## config.mk

```make
export PLATFORM = sky130hd
export DESIGN_NAME = cobra_run_ctrl
export DESIGN_NICKNAME = d
export VERILOG_FILES = /design/src/rtl/cobra_run_ctrl.sv
export SDC_FILE = /design/constraint.sdc
export NUM_CORES = 1
export LEC_CHECK = 0
export CORE_ASPECT_RATIO = 2
export CORE_MARGIN = 4
export CORE_UTILIZATION = 38
export CTS_BUF_LIST = sky130_fd_sc_hd__clkbuf_8
export CTS_CLUSTER_DIAMETER = 100
export DETAILED_ROUTE_END_ITERATION = 12
export HOLD_SLACK_MARGIN = 0.1
export PLACE_DENSITY = 0.9
export SETUP_SLACK_MARGIN = 0.02
export SLEW_MARGIN = 10
export SYNTH_ARGS = -nofsm -noshare
export SYNTH_HDL_FRONTEND = slang
export SYNTH_SLANG_ARGS = --single-unit
```

## constraint.sdc

```tcl
create_clock -name clk_i -period 2.47 [get_ports clk_i]
set_input_delay 0.3705 -clock clk_i [delete_from_list [all_inputs] [get_ports clk_i]]
set_output_delay 0.3705 -clock clk_i [all_outputs]
set_load 0.005 [all_outputs]
```

## src/rtl/cobra_run_ctrl.sv

```systemverilog
// cobra_run_ctrl: debug run/halt/step controller with commit gating and a retired-cycle counter.
// Optional breakpoint comparator with step-over is enabled by defining COBRA_RUN_CTRL_BKPT_EN.
`default_nettype none

module cobra_run_ctrl (
   input  logic        clk_i,
   input  logic        rst_i,
   input  logic        cmd_valid_i,
   input  logic [1:0]  cmd_i,
   output logic        cmd_ready_o,
   input  logic [31:0] pc_i,
   input  logic        bkpt_en_i,
   input  logic [31:0] bkpt_addr_i,
   output logic        commit_en_o,
   output logic [1:0]  state_o,
   output logic        halted_o,
   output logic        bkpt_hit_o,
   output logic [31:0] retired_o
);

   typedef enum logic [1:0] {
      S_HALT = 2'b00,
      S_RUN  = 2'b01,
      S_STEP = 2'b10
   } state_t;

   localparam logic [1:0] c_CMD_RUN  = 2'b01;
   localparam logic [1:0] c_CMD_HALT = 2'b10;
   localparam logic [1:0] c_CMD_STEP = 2'b11;

   state_t      r_state;
   logic [31:0] r_retired;
   logic        w_accept;
   logic        w_match;
   logic        w_commit;

   assign cmd_ready_o = ~rst_i & (r_state != S_STEP);
   assign w_accept    = cmd_valid_i & cmd_ready_o;
   assign w_commit    = ~rst_i & ((r_state == S_STEP) | ((r_state == S_RUN) & ~w_match));

`ifdef COBRA_RUN_CTRL_BKPT_EN
   logic r_first_run;
   logic r_bkpt_hit;

   // The first RUN cycle after HALT never matches, so execution resumes from a breakpoint PC.
   assign w_match = (r_state == S_RUN) & bkpt_en_i & (pc_i == bkpt_addr_i) & ~r_first_run;

   always_ff @(posedge clk_i) begin
      if (rst_i) begin
         r_first_run <= 1'b0;
         r_bkpt_hit  <= 1'b0;
      end else begin
         r_first_run <= (r_state == S_HALT) & w_accept & (cmd_i == c_CMD_RUN);
         r_bkpt_hit  <= w_match;
      end
   end

   assign bkpt_hit_o = r_bkpt_hit;
`else
   logic w_unused_bkpt;
   assign w_unused_bkpt = bkpt_en_i ^ (^bkpt_addr_i) ^ (^pc_i);
   assign w_match       = 1'b0;
   assign bkpt_hit_o    = 1'b0;
`endif

   always_ff @(posedge clk_i) begin
      if (rst_i) begin
         r_state   <= S_HALT;
         r_retired <= 32'd0;
      end else begin
         if (w_commit) begin
            r_retired <= r_retired + 32'd1;
         end
         case (r_state)
            S_HALT: begin
               if (w_accept && (cmd_i == c_CMD_RUN)) begin
                  r_state <= S_RUN;
               end else if (w_accept && (cmd_i == c_CMD_STEP)) begin
                  r_state <= S_STEP;
               end
            end
            S_RUN: begin
               if (w_match || (w_accept && ((cmd_i == c_CMD_HALT) || (cmd_i == c_CMD_STEP)))) begin
                  r_state <= S_HALT;
               end
            end
            S_STEP:  r_state <= S_HALT;
            default: r_state <= S_HALT;
         endcase
      end
   end

   assign commit_en_o = w_commit;
   assign state_o     = r_state;
   assign halted_o    = (r_state == S_HALT);
   assign retired_o   = r_retired;

endmodule

`default_nettype wire

```

==> results of run 1 <==
[flip-flops by register name, summed over array words and instances, names as in the netlist]
signal     count
retired_o     32
state_o        2
[cell usage after synthesis, types with 2 or more instances]
cell and instances:
o21ai_1 3, o21ai_0 2, xnor2_1 3, dfxtp_1 34, a21oi_1 20, or4_1 13
nand2_1 9, nor2_1 18, clkbuf_1 5, nand4_1 16, buf_4 2, or3_1 6
nand4bb_1 2, buf_1 2, xor2_1 7, ha_1 4, nor4_1 2, mux2_1 2
mux2i_1 2, o31ai_1 11, buf_2 4, and4_1 4, nor2b_1 3, inv_1 6
nand3_1 9
[critical path, cell delays in order]
cell	delay (ps)
clkdlybuf4s50_1	760
buf_4	320
nor2_1	60
clkdlybuf4s50_1	440
[worst max path at each step]
stage,to
3_5_place_dp,retired_o[23]
4_1_cts,commit_en_o
6_report,cmd_ready_o
2_1_floorplan,retired_o[28]
3_3_place_gp,retired_o[21]
5_1_grt,retired_o[28]
[stage by stage]
step | hold WS [ps] | power [W] | setup slack (ps) | std cells
after floorplan | 471 | 0.000595 | 309 | 205
after global placement | 471 | 0.000621 | 172 | 297
after detailed placement | 482 | 0.000623 | 102 | 297
after CTS | 496 | 0.00111 | 41.8 | 305
after global routing | 521 | 0.00114 | 62.3 | 305
final | 495 | 0.00111 | 143 | 305
[timing repair]
action | CTS | global route
setup endpoints to repair | 0 | 1
endpoints found under the hold margin | 0 | 0
resized for setup | 0 | 2
[per-layer routing]
metal,vias to the layer above,track usage
met2,49,0.270
met1,814,0.177
met5,-,0
met4,0,0.0883
li1,852,-
met3,9,0.0236
[power groups by stage]
stage | registers (W) | clock network [W] | logic (W)
6_report | 0.000554 | 0.000496 | 0.0000592
3_5_place_dp | 0.000567 | 0 | 0.0000562
2_1_floorplan | 0.000566 | 0 | 0.0000284
3_3_place_gp | 0.000567 | 0 | 0.0000545
4_1_cts | 0.000554 | 0.000503 | 0.0000566
5_1_grt | 0.000555 | 0.000526 | 0.0000639
[area by class of cell]
cell class | count | share of cell area
Tap cell | 54 | 0.0285
Timing Repair Buffer | 52 | 0.208
Clock buffer | 5 | 0.0290
Inverter | 7 | 0.0111
Multi-Input combinational cell | 150 | 0.421
Sequential cell | 34 | 0.287
Clock inverter | 3 | 0.0158
[logic make-up after synthesis]
kind of cell | Yosys count | share of synthesized area
xor+xnor | 10 | 0.0497
simple gates | 92 | 0.321
fa+ha+maj | 4 | 0.0284
flops | 34 | 0.386
mux | 4 | 0.0241
buf+inv | 21 | 0.0561
compound gates | 39 | 0.132
other cells | 1 | 0.00213
==> qor.csv, run 1 <==
stage,metric,value,unit
drt,Vias,1724,
floorplanning,Boundary Pins,108,
layout,filler instances,429,
worst_setup_path,crit path launch,rst_i,
yosys,syn avg cell area,8.59,µm²
yosys,Yosys cell types,41,
yosys,post-synthesis cell count,205,
worst_setup_path,reg2reg setup slack,230,ps
yosys,synthesized area,1760,µm²
worst_hold_path,hold crit path type,reg -> reg,
pwr,Psw,0.000235,W
pwr,clock group share of total power,0.447,
timing,"Period Utilization, post-route",0.942,
yosys,largest area contributor in the synthesized netlist,dfxtp_1,
drt,Initial DRT Pass Iterations,4,
drt,Vias per Instance,5.65,
worst_hold_path,Hold EP,retired_o[18],
layout,fin util,0.536,
worst_setup_path,Startpoint Class,primary input,
timing,crit path time final,2330,ps
worst_setup_path,Worst Reg-to-Reg Cells,4,
floorplanning,Core Region,4420,µm²
timing,Fin. Hold Viols,0,
yosys,Post-synth EDFFs,0,
yosys,"Seq/Total Area, Yosys",0.386,
floorplanning,die footprint,5860,µm²
clock_tree,CTS Buf Count,5,
yosys,top_reg_cell synth,dfxtp_1,
floorplanning,die height,104,µm
timing,setup violators final,0,
layout,final instance area,2370,µm²
global_route,grt ovf,0,
timing,setup TNS,0,ps
global_route,number of global-route vias before repair,1715,
drt,Routed WL,4410,µm
clock_tree,clock-pin slew on the worst setup and hold paths,70,ps
layout,"most common cell after layout, fill and taps aside",clkdlybuf4s50_1,
floorplanning,Starting Density,0.398,
drt,DRC violations left,0,
layout,area of the multi-input gates,997,µm²
pwr,power density cells,468,nW/µm²
worst_hold_path,Min-Delay Path Depth,2,
drt,Initial DRC Count,44,
clock_tree,Max clock buf depth,2,
worst_setup_path,Setup CP Type,in -> out,
layout,fin nets,324,
place,Post-DP HPWL,3280,µm
worst_setup_path,CP max FO,18,
job,Max Cap Viol,0,
place,IO Port Bufs,41,
drt,per-cell routed wire length,14.4,µm
run_status,status,finished clean,
drt,Top Layer Used,met4,
pwr,Logic pwr share,0.053,
place,DP Area,2250,µm²
yosys,Ys Warns,0,
pwr,VDD IR-drop max,0.424,mV
yosys,Area contributors post-synth,"dfxtp_1, a21oi_1, nand4_1, or4_1, o31ai_1",
timing,RSZ-0062 raised after global routing,no,
drt,DR WL met2,2250,µm
worst_setup_path,worst r2r dst,retired_o[28],
global_route,Total GRT Usage,0.156,
pwr,Leak,0.751,nW
worst_setup_path,Worst setup EP type,output port,
yosys,post-synth top area share,0.386,
layout,Area growth syn-to-layout,34.6,%
clock_tree,"Setup Fix Bufs, Post-CTS",0,
layout,sequential cell area,681,µm²
clock_tree,clock sink count,34,
drt,Met1 Routed Length,1840,µm
timing,pins over their slew limit,0,
global_route,largest net degree at the start of global routing,19,
pwr,Int Pwr,0.000875,W
clock_tree,TritonCTS clock tree,done,
timing,fmax,430,MHz
yosys,async set-reset flop share out of synthesis,0,
pwr,sw frac,0.212,
pwr,sequential power share,0.500,
layout,ANT cells,0,
floorplanning,Die Wd,56.1,µm
worst_setup_path,CP Data Required Time,2100,ps
yosys,Synthesized Nets,279,
worst_hold_path,worst min-delay path startpoint,retired_o[18],
global_route,global-route wire length before repair,7510,µm
timing,Post-Route Skew,6.11,ps
yosys,Yosys reg bits,34,
drt,Met3 Routed Length,211,µm
clock_tree,worst-skew pair later-pin latency,290,ps
clock_tree,H-tree depth,2,
worst_setup_path,r2r startpoint,retired_o[5],
clock_tree,CTS Hold Bufs,0,
place,Placer Congestion,0.787,
layout,share of cells above drive strength 1,0.0956,
global_route,initial antenna violation count,0,
floorplanning,row count,34,
drt,Routed Antenna Nets,0,
layout,most frequent cells in the layout,"clkdlybuf4s50_1, dfxtp_1, a21oi_1, nor2_1, nand4_1",
worst_setup_path,Worst EP arrival,1960,ps
clock_tree,clk root buf,clkbuf_8,
(Power assumes the default switching activity.)
==> run 2: changes to the inputs <==
SLEW_MARGIN = 30   (was 10)
==> results of run 2 <==
The final DEF is identical to that of run 1; final timing and power are the same.
